===== src/rtl/mux8_sched_pkg.sv =====
// Shared types, widths and helpers for the round-robin 8:1 mux scheduler.
package mux8_sched_pkg;

    localparam int unsigned N      = 8;
    localparam int unsigned SEL_W  = 3;
    localparam int unsigned HOLD_W = 4;

    typedef enum logic {
        ST_IDLE  = 1'b0,
        ST_GRANT = 1'b1
    } state_t;

    // Next round-robin start index; 7 wraps to 0 through natural 3-bit overflow.
    function automatic logic [SEL_W-1:0] inc_mod8(input logic [SEL_W-1:0] v);
        return v + SEL_W'(1);
    endfunction

endpackage


===== src/rtl/mux8to1.sv =====
// Existing 8:1 single-bit data multiplexer.
module mux8to1 (
    input  logic [7:0] a,
    input  logic [2:0] sel,
    output logic       y
);

    assign y = a[sel];

endmodule


===== src/rtl/rr_pick8.sv =====
// Combinational round-robin picker: first set request at or after ptr (mod 8).
module rr_pick8
    import mux8_sched_pkg::*;
(
    input  logic [N-1:0]     req,
    input  logic [SEL_W-1:0] ptr,
    output logic             any,
    output logic [SEL_W-1:0] idx,
    output logic [N-1:0]     onehot
);

    logic [N-1:0]     rot;
    logic [SEL_W-1:0] off;

    // Rotate so ptr lands at bit 0, then take the lowest set bit.
    always_comb begin
        rot = N'({req, req} >> ptr);
        off = '0;
        for (int i = N - 1; i >= 0; i--) begin
            if (rot[i]) off = SEL_W'(i);
        end
        any    = |req;
        idx    = ptr + off;
        onehot = N'(1) << idx;
    end

endmodule


===== src/rtl/mux8_rr_sched.sv =====
// Round-robin scheduler time-sharing an 8:1 bit mux among eight requesters.
// Optional MUX8_LOCK_EN adds a per-requester lock that suspends MAX_HOLD rotation.
module mux8_rr_sched
    import mux8_sched_pkg::*;
#(
    parameter int unsigned MAX_HOLD = 4
) (
    input  logic       clk,
    input  logic       rst_n,
    input  logic [7:0] req,
    input  logic [7:0] a,
`ifdef MUX8_LOCK_EN
    input  logic [7:0] lock,
`endif
    output logic [2:0] sel,
    output logic [7:0] grant,
    output logic       out,
    output logic       out_vld
);

    localparam logic [HOLD_W-1:0] MAX_HOLD_C = HOLD_W'(MAX_HOLD);

    state_t            state_q, state_d;
    logic [N-1:0]      grant_q, grant_d;
    logic [SEL_W-1:0]  sel_q, sel_d;
    logic [SEL_W-1:0]  ptr_q, ptr_d;
    logic [HOLD_W-1:0] hold_q, hold_d;
    logic              out_q, out_d;
    logic              vld_q, vld_d;

    logic              pick_any;
    logic [SEL_W-1:0]  pick_idx;
    logic [N-1:0]      pick_onehot;
    logic              mux_y;
    logic              at_limit;
    logic [HOLD_W-1:0] hold_next;
    logic              limit_release;

    rr_pick8 u_pick (
        .req    (req),
        .ptr    (ptr_q),
        .any    (pick_any),
        .idx    (pick_idx),
        .onehot (pick_onehot)
    );

    mux8to1 u_mux (
        .a   (a),
        .sel (sel_q),
        .y   (mux_y)
    );

    // This sample is the MAX_HOLD-th (or later, when clamped under lock).
    assign at_limit = (hold_q >= (MAX_HOLD_C - HOLD_W'(1)));

`ifdef MUX8_LOCK_EN
    assign hold_next     = (hold_q >= MAX_HOLD_C) ? MAX_HOLD_C : hold_q + HOLD_W'(1);
    assign limit_release = at_limit && !lock[sel_q];
`else
    assign hold_next     = hold_q + HOLD_W'(1);
    assign limit_release = at_limit;
`endif

    always_ff @(posedge clk or negedge rst_n) begin
        if (!rst_n) begin
            state_q <= ST_IDLE;
            grant_q <= '0;
            sel_q   <= '0;
            ptr_q   <= '0;
            hold_q  <= '0;
            out_q   <= 1'b0;
            vld_q   <= 1'b0;
        end else begin
            state_q <= state_d;
            grant_q <= grant_d;
            sel_q   <= sel_d;
            ptr_q   <= ptr_d;
            hold_q  <= hold_d;
            out_q   <= out_d;
            vld_q   <= vld_d;
        end
    end

    always_comb begin
        state_d = state_q;
        grant_d = grant_q;
        sel_d   = sel_q;
        ptr_d   = ptr_q;
        hold_d  = hold_q;
        out_d   = out_q;
        vld_d   = 1'b0;
        unique case (state_q)
            ST_IDLE: begin
                if (pick_any) begin
                    sel_d   = pick_idx;
                    grant_d = pick_onehot;
                    hold_d  = '0;
                    state_d = ST_GRANT;
                end
            end
            ST_GRANT: begin
                if (req[sel_q]) begin
                    out_d  = mux_y;
                    vld_d  = 1'b1;
                    hold_d = hold_next;
                end
                // Dropped request releases at once; otherwise rotate at the hold limit.
                if (!req[sel_q] || limit_release) begin
                    grant_d = '0;
                    ptr_d   = inc_mod8(sel_q);
                    state_d = ST_IDLE;
                end
            end
        endcase
    end

    assign sel     = sel_q;
    assign grant   = grant_q;
    assign out     = out_q;
    assign out_vld = vld_q;

endmodule


===== config.mk =====
export PLATFORM = sky130hd
export DESIGN_NAME = mux8_rr_sched
export DESIGN_NICKNAME = d
export VERILOG_FILES = /design/src/rtl/mux8_sched_pkg.sv /design/src/rtl/mux8to1.sv /design/src/rtl/rr_pick8.sv /design/src/rtl/mux8_rr_sched.sv
export SDC_FILE = /design/constraint.sdc
export NUM_CORES = 1
export LEC_CHECK = 0
export ABC_AREA = 1
export CORE_AREA = 2 2 50 70
export CTS_CLUSTER_SIZE = 8
export DETAILED_ROUTE_END_ITERATION = 10
export DIE_AREA = 0 0 52 72
export PLACE_DENSITY = 0.83
export SYNTH_ARGS = -nofsm -noshare
export SYNTH_HDL_FRONTEND = slang
export SYNTH_HIERARCHICAL = 1
export SYNTH_SLANG_ARGS = --single-unit

===== constraint.sdc =====
create_clock -name clk -period 4.3 [get_ports clk]
set_input_delay 0.86 -clock clk [delete_from_list [all_inputs] [get_ports clk]]
set_output_delay 0.86 -clock clk [all_outputs]
set_load 0.05 [all_outputs]

==> results_dict.tcl <==
set metrics [dict create \
    yosys.area.top_type "dfrtp_1" \
    synth-seq-cells 21 \
    drt-met1-wl_um 1590 \
    min_path_type "reg -> reg" \
    nFillCells 303 \
    hold_viol 0 \
    routed.top_layer "met4" \
    synth_edf_count 0 \
    dieHeight_um 72 \
    pre_cts_ws_ns 0.614 \
    wirelength_um 3670 \
    hpwl_um 2830 \
    slowest_delay_ns 0.56 \
    areaGrowthSynthToFinish_pct 20.1 \
    multi_input_area_sq_mm 0.00101 \
    grt_max_degree 22 \
    vias 1666 \
    layoutNonFillerInstCount 321 \
    synthTopCellsByArea "dfrtp_1, nand2_1, nand3_1, inv_1, nand2_2" \
    drt_iter0_drc 57 \
    tightest_slew_ns 0.917 \
    rsz0062_at_grt "false" \
    viasPerCell 5.19 \
    globalplace.congestion 0.883 \
    p_leak_nw 1.07 \
    wl_per_cell_um 11.4 \
    fin_skew_ns 0.00260 \
    maxCapViolations 0 \
    syn_area_sq_mm 0.00171 \
    postSynth.asyncResetShare_pct 100 \
    grt_overflow 0 \
    fp-row-count 24 \
    dr.pass1.iters 4 \
    powerDensity_mw_per_mm2 853 \
    final-seq-area_sq_um 526 \
    syn_area_per_cell_sq_um 6.75 \
    final_max_slew_viol_count 0 \
    grt_pass1_wl_um 6670 \
    wl_met2_um 1890 \
    yosysWarnings 6 \
    path_common_cell "nand2_1" \
    p_total_mw 1.76 \
    tns_ns 0 \
    die_area_sq_mm 0.00374 \
    fmax_ghz 0.289 \
    max_slew_margin_pct 38.7 \
    clockBufferDepth 2 \
    synth_fp_nets 276 \
    yosys_most_used_dff "dfrtp_1" \
    cts_tree "built" \
    numPortBuffers 30 \
    die_x_um 52 \
    io_pins 31 \
    clkSinkCount 21 \
    final_util_pct 66.6 \
    drive_gt1_share_pct 13.1 \
    syn_inst 254 \
    cpMaxStageDelayCell "clkdlybuf4s50_1" \
    peakVddDrop_uv 550 \
    post_cts_buffers 0 \
    antenna_found_initial 0 \
    crit_chain "clkdlybuf4s50_1, nand2_1, nand3_1, nand3_1, nand2_1, nand2_1, nand2_1, nand2_1, nand2_1, nand2_1, a21oi_1, ha_1, inv_1, fa_1, xor2_1, inv_1, nand3_4, nand2_4, nor2_2, nand2_1, nand2_1" \
    status "finished, final reports clean" \
    cts_resized 0 \
    cts-htree-levels 1 \
    drt_drc_violations_left 0 \
    setup_viol 0 \
    fin_ws_ns 0.840 \
    numCtsBuffers 3 \
    cp.required_ns 4.50 \
    clk_latency_ns 0.26 \
    fin_nets 305 \
    root_buffer "clkbuf_8" \
    period_share_pct 80.5 \
    crit_type "in -> reg" \
    clkTransAtPathRegs_ns 0.07 \
    critPathLaunchType "input pin" \
    critPathCaptureType "flop" \
    dp_cells 317 \
    dr_wl_met3_um 131 \
    initial_utilization_pct 55.4 \
    ys_types 31 \
    ant_nets 0 \
    cp_max_fo 5 \
    core-area_sq_mm 0.00309 \
    first_global_vias 1605 \
    min_period_ns 3.46 \
    seq_area_frac_synth_pct 30.7 \
    grt_use_total_pct 22.9 \
    n_antenna_cell 0 \
    worstPathArrival_ns 3.66 \
    synth_top_area_share_pct 30.7 \
    ctsHoldBuffers 0 \
]
-- cells in the mapped netlist (3+ instances only) --
cell / number
inv_1: 28
ha_1: 3
a21oi_1: 5
nand2_1: 94
nand3_1: 37
o21ai_1: 3
o21ai_0: 7
nand3_2: 7
nand2_2: 15
buf_6: 3
nor2_2: 4
dfrtp_1: 21
nor2_1: 3
-- critical path: cells and delay by family --
family	cells	cell delay, ns
AND/OR/NAND/NOR	14	1.17
XOR/XNOR	1	0.26
adder cells (fa/ha/maj)	2	0.53
buffers and inverters	3	0.73
AO/OA/AOI/OAI	1	0.12
-- area by class of cell --
| class | count | share of cell area [%] |
|---|---|---|
| clock buffers | 4 | 2.19 |
| repair buffers | 30 | 14.6 |
| multi-input cells | 195 | 49.0 |
| well taps | 39 | 2.37 |
| inverters | 32 | 6.32 |
| flip-flops and latches | 21 | 25.5 |
-- power breakdown --
group / internal, mW / total, mW / switching (mW)
registers: 0.275 / 0.388 / 0.113
clock network: 0.0660 / 0.127 / 0.0611
logic: 0.417 / 1.24 / 0.825
total: 0.757 / 1.76 / 1.00
-- cell usage in the layout (no fill, tap or decap) --
| cell | Yosys | final |
|---|---|---|
| nor2_1 | 3 | 3 |
| nor2_2 | 4 | 4 |
| inv_8 | 1 | 1 |
| or2_0 | 1 | 1 |
| clkinv_1 | 1 | 1 |
| nand2_4 | 2 | 2 |
| fa_1 | 1 | 1 |
| nor2_4 | 1 | 1 |
| a21oi_2 | 1 | 1 |
| inv_1 | 28 | 28 |
| nand3_4 | 1 | 1 |
| inv_2 | 1 | 1 |
| nand2_1 | 94 | 94 |
| clkdlybuf4s50_1 | 0 | 30 |
| xor2_1 | 2 | 2 |
| clkbuf_1 | 2 | 1 |
| nand3_2 | 7 | 7 |
| nand2_2 | 15 | 15 |
| nand3b_1 | 1 | 1 |
| dfrtp_1 | 21 | 21 |
| o21ai_0 | 7 | 7 |
| xnor2_1 | 2 | 2 |
| ha_1 | 3 | 3 |
| clkbuf_8 | 0 | 3 |
| inv_4 | 1 | 1 |
| nand3_1 | 37 | 37 |
| nor4_1 | 2 | 2 |
| a21oi_1 | 5 | 5 |
| nor3_1 | 2 | 2 |
| o21bai_1 | 1 | 1 |
| o21ai_1 | 3 | 3 |
-- metal layers --
| metal | vias up | GRT usage [%] |
|---|---|---|
| met5 | - | 0 |
| met4 | 0 | 8.77 |
| met3 | 4 | 1.85 |
| met2 | 45 | 41.4 |
| met1 | 756 | 27.4 |
| li1 | 861 | - |
-- sequential cells by signal (all words and copies together) (netlist names) --
signal / count
grant: 8
hold_q: 4
ptr_q: 3
sel: 3
out: 1
out_vld: 1
state_q: 1
-- kinds of logic after synthesis --
family          after synthesis  share of synthesized area, %
xor+xnor                      4                          2.04
fa+ha+maj                     4                          3.36
simple gates                170                          48.2
buf+inv                      38                          10.4
compound gates               17                          5.33
flops                        21                          30.7
-- worst paths after layout --
kind	startpoint	endpoint	slack, ns	cells past startpoint
worst max-delay path	req[4]	grant[4]	0.84	21
worst min-delay path	out	out	0.48	2
worst max register to register	ptr_q[0]	grant[4]	1.31	20
worst min register to register	out	out	0.48	2
max in group asynchronous	rst_n	grant[3]	2.63	1
min in group asynchronous	rst_n	grant[1]	1.11	1
-- stage by stage --
stage	cell area, sq um	hold slack [ns]
after global placement	2010	0.464
final	2060	0.484
after detailed placement	2010	0.475
after global routing	2060	0.541
after floorplan	1710	0.464
after CTS	2060	0.493
(Power assumes the default switching activity.)
